==> src/rtl/tone_period_meter_if.sv <==
// Tone period meter bus: tone input plus measured-period results.
interface tone_period_meter_if #(
  parameter int unsigned CNT_W = 24
);
  logic             tone_in;
  logic [CNT_W-1:0] period;
  logic             period_valid;
  logic             locked;
  logic             timeout;

  // Producer of the tone / consumer of the results
  modport master (
    output tone_in,
    input  period,
    input  period_valid,
    input  locked,
    input  timeout
  );

  // The meter itself
  modport slave (
    input  tone_in,
    output period,
    output period_valid,
    output locked,
    output timeout
  );
endinterface

==> src/rtl/tone_period_meter.sv <==
// Measures the rising-edge-to-rising-edge period of an asynchronous tone in
// clk cycles, flags lock between consecutive periods and loss of signal.
module tone_period_meter #(
  parameter int unsigned      CNT_W   = 24,
  parameter logic [CNT_W-1:0] TIMEOUT = CNT_W'(2_000_000),
  parameter logic [CNT_W-1:0] TOL     = CNT_W'(2)
) (
  input  logic                clk,
  input  logic                rst,
  tone_period_meter_if.slave  bus
);

  typedef enum logic {
    IDLE,
    MEASURE
  } state_t;

  state_t           state_q, state_d;
  logic             s1, s2, s3;
  logic             rise;
  logic [CNT_W-1:0] cnt;
  logic [CNT_W-1:0] diff;

  logic [CNT_W-1:0] period_q, period_d;
  logic             pv_q, pv_d;
  logic             locked_q, locked_d;
  logic             timeout_q, timeout_d;
  logic [CNT_W-1:0] prev_q, prev_d;
  logic             have_prev_q, have_prev_d;

  // Two-flop synchronizer plus history flop for rising-edge detection
  always_ff @(posedge clk or posedge rst) begin
    if (rst) begin
      s1 <= 1'b0;
      s2 <= 1'b0;
      s3 <= 1'b0;
    end else begin
      s1 <= bus.tone_in;
      s2 <= s1;
      s3 <= s2;
    end
  end

  assign rise = s2 & ~s3;

  // Cycle counter: restarts at 1 on each rising edge, saturates at TIMEOUT
  always_ff @(posedge clk or posedge rst) begin
    if (rst) begin
      cnt <= '0;
    end else if (rise) begin
      cnt <= CNT_W'(1);
    end else if (cnt != TIMEOUT) begin
      cnt <= cnt + CNT_W'(1);
    end
  end

  // Unsigned distance between the current count and the previous period
  assign diff = (cnt >= prev_q) ? (cnt - prev_q) : (prev_q - cnt);

  // State and result registers
  always_ff @(posedge clk or posedge rst) begin
    if (rst) begin
      state_q     <= IDLE;
      period_q    <= '0;
      pv_q        <= 1'b0;
      locked_q    <= 1'b0;
      timeout_q   <= 1'b0;
      prev_q      <= '0;
      have_prev_q <= 1'b0;
    end else begin
      state_q     <= state_d;
      period_q    <= period_d;
      pv_q        <= pv_d;
      locked_q    <= locked_d;
      timeout_q   <= timeout_d;
      prev_q      <= prev_d;
      have_prev_q <= have_prev_d;
    end
  end

  // Next-state and result logic; a rise always beats a same-cycle timeout
  always_comb begin
    state_d     = state_q;
    period_d    = period_q;
    pv_d        = 1'b0;
    locked_d    = locked_q;
    timeout_d   = timeout_q;
    prev_d      = prev_q;
    have_prev_d = have_prev_q;
    case (state_q)
      IDLE: begin
        // First edge only arms the measurement
        if (rise) begin
          have_prev_d = 1'b0;
          timeout_d   = 1'b0;
          state_d     = MEASURE;
        end
      end
      MEASURE: begin
        if (rise) begin
          period_d    = cnt;
          pv_d        = 1'b1;
          locked_d    = have_prev_q && (diff <= TOL);
          prev_d      = cnt;
          have_prev_d = 1'b1;
          timeout_d   = 1'b0;
        end else if (cnt == TIMEOUT) begin
          state_d     = IDLE;
          timeout_d   = 1'b1;
          locked_d    = 1'b0;
          have_prev_d = 1'b0;
        end
      end
      default: begin
        state_d = IDLE;
      end
    endcase
  end

  assign bus.period       = period_q;
  assign bus.period_valid = pv_q;
  assign bus.locked       = locked_q;
  assign bus.timeout      = timeout_q;

endmodule

==> src/flat_wrapper.sv <==
// flat-port wrapper written by rule: the top's interface ports become plain ports
module tone_period_meter_flat 
#(
  parameter int unsigned      CNT_W   = 24,
  parameter logic [CNT_W-1:0] TIMEOUT = CNT_W'(2_000_000),
  parameter logic [CNT_W-1:0] TOL     = CNT_W'(2)
)
  (clk, rst, bus_tone_in, bus_period, bus_period_valid, bus_locked, bus_timeout);
  tone_period_meter_if #(.CNT_W(CNT_W)) bus_i ();
  input  logic clk;
  input  logic rst;
  input wire logic [$bits(bus_i.tone_in)-1:0] bus_tone_in;
  output wire logic [$bits(bus_i.period)-1:0] bus_period;
  output wire logic [$bits(bus_i.period_valid)-1:0] bus_period_valid;
  output wire logic [$bits(bus_i.locked)-1:0] bus_locked;
  output wire logic [$bits(bus_i.timeout)-1:0] bus_timeout;
  assign bus_i.tone_in = bus_tone_in;
  assign bus_period = bus_i.period;
  assign bus_period_valid = bus_i.period_valid;
  assign bus_locked = bus_i.locked;
  assign bus_timeout = bus_i.timeout;
  tone_period_meter #(.CNT_W(CNT_W), .TIMEOUT(TIMEOUT), .TOL(TOL)) u_core (.clk(clk), .rst(rst), .bus(bus_i));
endmodule
==> config.mk <==
export PLATFORM = sky130hd
export DESIGN_NAME = tone_period_meter_flat
export DESIGN_NICKNAME = d
export VERILOG_FILES = /design/src/rtl/tone_period_meter_if.sv /design/src/rtl/tone_period_meter.sv /design/src/flat_wrapper.sv
export SDC_FILE = /design/constraint.sdc
export NUM_CORES = 1
export LEC_CHECK = 0
export CAP_MARGIN = 20
export CORE_ASPECT_RATIO = 1.5
export CORE_MARGIN = 8
export CORE_UTILIZATION = 41
export DETAILED_ROUTE_END_ITERATION = 8
export DONT_BUFFER_PORTS = 1
export GPL_TIMING_DRIVEN = 0
export MAX_ROUTING_LAYER = met4
export PLACE_DENSITY_LB_ADDON = 0.1
export SYNTH_ARGS = -nofsm -noshare
export SYNTH_HDL_FRONTEND = slang
export SYNTH_SLANG_ARGS = --single-unit
==> constraint.sdc <==
create_clock -name clk -period 3.4 [get_ports clk]
set_input_delay 0.68 -clock clk [delete_from_list [all_inputs] [get_ports clk]]
set_output_delay 0.68 -clock clk [all_outputs]
set_load 0.02 [all_outputs]
==> impl_results.md <==
* Outcome: finished clean
* Synth area leader: dfrtp_1
* Final Instance Area at 6030 µm²
* Register area at 1430 µm²
* Total CTS buffers at 5
* Top cells by area, synth: dfrtp_1, ha_1, xnor2_1
* Final setup viols at 0
* Switching share of total power at 43.6%
* Area of the multi-input gates at 3540 µm²
* Final HPWL DP at 13.1 mm
* RSZ-0062 raised after global routing: yes
* Buffers & Inverters on Critical Path at 3
* Starting DRT DRC Count at 201
* Dpl cells at 787
* Vias per cell at 5.67
* PD cells at 876 nW/µm²
* Post-synthesis cell type count at 62
* Sequential-to-total area share from yosys stat at 27.6%
* Initial antenna violation count at 0
* Clock Latency Late Sink at 0.29 ns
* # fillers at 1217
* Die H at 152 µm
* Max FO, Critical Path at 6
* Router iterations before antenna repair at 4
* Tcrit/Tclk final at 97.4%
* Async SR Flop Fraction at 100%
* Total global-route track usage at 20.4%
* Max VDD drop at 521 µV
* Family with the most delay on the worst path: compound AO/OA/AOI/OAI gates
* Most frequent cells in the layout: nand2_1, nor2_1, inv_1, o21ai_0, a21oi_1
* Total power at 5.29 mW
* EDFF count, synth at 0
* GP Congestion at 0.914
* Endpoint class of the critical path: flip-flop
* Port-buffer cells at 0
* Mapped Avg Cell Area at 8.05 µm²
* P_leak at 2.60 nW
* Startpoint types: flip-flop
* Top Ports at 30
* Core area at 12300 µm²
* Pin count of the biggest net entering global routing at 35
* Stages on the worst setup path at 15
* Vias in the first global route at 4703
* Power share of the clock group at 12.4%
* Primary FF master, synth: dfrtp_1
* Most frequent cell on the critical path: nand4_1
* Die width at 107 µm
* Nets at 717
* Slew headroom at 55.0%
* Minimum clock period at 3.31 ns
* Cell count after synthesis at 630
* Post-route DRC at 0
* Hold Crit Class: in2async
* Warnings, synthesis at 0
* Clk root buf: clkbuf_16
* Grt ovf at 0
* Critical setup path kind: reg2reg
* Syn-to-layout area delta at 19.0%
* Post-synthesis register bit count at 56
* Worst Clk Skew at 0.00687 ns
* CP peak stage delay at 0.46 ns
* Max Clk Rate at 302 MHz
* Post-layout util at 49.2%
* Cell Area, Placed at 5290 µm²
* Setup TNS at 0 ns
* First-pass GRT wire length at 25.6 mm
* Slowest stage cell, crit path: dfrtp_2
* Gate power share at 72.4%
* Synthesized Nets at 684
* CTS tree: built
* Initial Utilization at 41.3%
* Via count at 4641
* Sequential Power Share at 15.2%
* Cells on worst reg2reg path at 15
* Endpoints failing hold at 0
* Die ar. at 16300 µm²
* Psw at 2.31 mW
* Final std cells w/o fill at 819
* Ratio of cells with drive above 1 in the final layout at 22.6%
* Cell Area, Synth at 5070 µm²
* Rows at 50
* Crit path arrival time at 3.50 ns
* CP Cell Sequence: inv_1 -> ha_1 -> buf_6 -> a21oi_4 -> o21ai_2 -> a21oi_2 -> o211ai_4 -> buf_4 -> nor2_4 -> mux2i_1 -> xnor2_1 -> nand4_1 -> nor4_2 -> nand4_1 -> o31ai_2
* Fin. max-slew vios at 0
* Pint at 2.98 mW
* Sink Count at 56
* Worst EP required at 3.59 ns
* Routed Antenna Nets at 0
* Wirelength per Cell at 20.2 µm
* Share of the synthesized area in the top cell type at 27.6%
* H-tree levels at 2
* Clk slew on worst S/H paths at 0.07 ns
* Measured slew at the worst slew-check pin at 0.669 ns
* Max cap viols at 0
* Clock buffer depth at 2
* Final wirelength at 16.5 mm
* Most common cell after layout, fill and taps aside: nand2_1
* Antenna cells at 0
==> stage by stage <==
stage,hold slack [ns],worst slack [ns]
2_1_floorplan,0.331,0.377
3_3_place_gp,0.334,-0.405
3_5_place_dp,0.337,-0.367
4_1_cts,0.312,0.0188
5_1_grt,0.338,-0.0653
6_report,0.301,0.0897
==> cell type report <==
cell class              count  area share (%)
clock buffers               5            2.07
inverters                  53            3.30
well taps                 156            3.23
plain buffers              28            4.40
multi-input cells         492            58.7
flip-flops and latches     56            23.8
repair buffers             27            3.57
clock inverters             2           0.995
==> cell families after synthesis <==
logic type | synth area share [%]
multiplexers | 1.43
XOR/XNOR | 7.26
flip-flops | 27.6
adder cells (fa/ha/maj) | 12.9
AO/OA/AOI/OAI | 22.5
buffers and inverters | 9.06
AND/OR/NAND/NOR | 19.2
==> power groups by stage <==
stage	Combinational (mW)	Clock [mW]	Sequential, mW
after floorplan	2.40	0	0.779
after global placement	2.99	0	0.809
after detailed placement	3.00	0	0.812
after CTS	3.12	0.660	0.799
after global routing	4.11	0.678	0.815
final	3.83	0.654	0.806
==> cell usage after synthesis, types with 2 or more instances <==
library cell	instances
nand4_1	15
nand2b_1	7
a21oi_1	59
buf_6	7
nor2_2	2
a311oi_1	2
clkbuf_8	9
ha_1	49
o211ai_1	3
a21o_1	14
a211oi_1	3
nor4_1	9
a31oi_1	4
o21ai_1	3
or3_1	2
buf_2	3
o221ai_1	2
nor2b_1	7
o21ai_0	58
nand2_1	69
o211ai_2	2
xor2_1	8
o211a_1	2
mux2_2	2
dfrtp_1	56
a221oi_1	2
clkbuf_1	8
mux2i_1	5
nor2_1	60
a21oi_2	3
and2_1	2
o22ai_1	3
inv_1	53
xnor2_1	34
o21bai_1	3
nor3_1	7
o21a_1	5
nand3_1	23
fa_1	2
==> worst paths after layout <==
kind,from,end,slack [ns]
max,u_core.bus.period[15]$_DFFE_PP0P_,u_core.bus.locked$_DFFE_PP0P_,0.09
min,rst,u_core.s1$_DFF_PP0_,0.30
max reg2reg,u_core.bus.period[15]$_DFFE_PP0P_,u_core.bus.locked$_DFFE_PP0P_,0.09
min reg2reg,u_core.s1$_DFF_PP0_,u_core.s2$_DFF_PP0_,0.35
max in group asynchronous,rst,u_core.bus.period[22]$_DFFE_PP0P_,2.52
min in group clk,u_core.s1$_DFF_PP0_,u_core.s2$_DFF_PP0_,0.35
==> state kept, by name, summed over array words and instances, names as in the netlist <==
signal,cells
u_core.cnt,24
u_core.have_prev_q,1
u_core.bus.timeout,1
u_core.bus.period,24
u_core.bus.period_valid,1
u_core.s2,1
u_core.bus.locked,1
u_core.state_q,1
u_core.s3,1
u_core.s1,1
==> layer usage <==
layer	GRT usage, %	part of all wire, %	wire length (µm)	up-vias
met5	-	0	0	-
met4	7.95	3.3	539	0
met3	3.47	4.0	662	36
met2	36.9	56	9170	100
met1	21.1	37	6150	2266
li1	-	-	-	2239
==> repair_timing <==
item | CTS | global route
setup buffers | 1 | 25
resized for setup | 28 | 79
endpoints found under the setup margin | 1 | 1
hold buffers | 0 | 0
pin swaps | 1 | 41
Power figures use the tool's default switching activity.
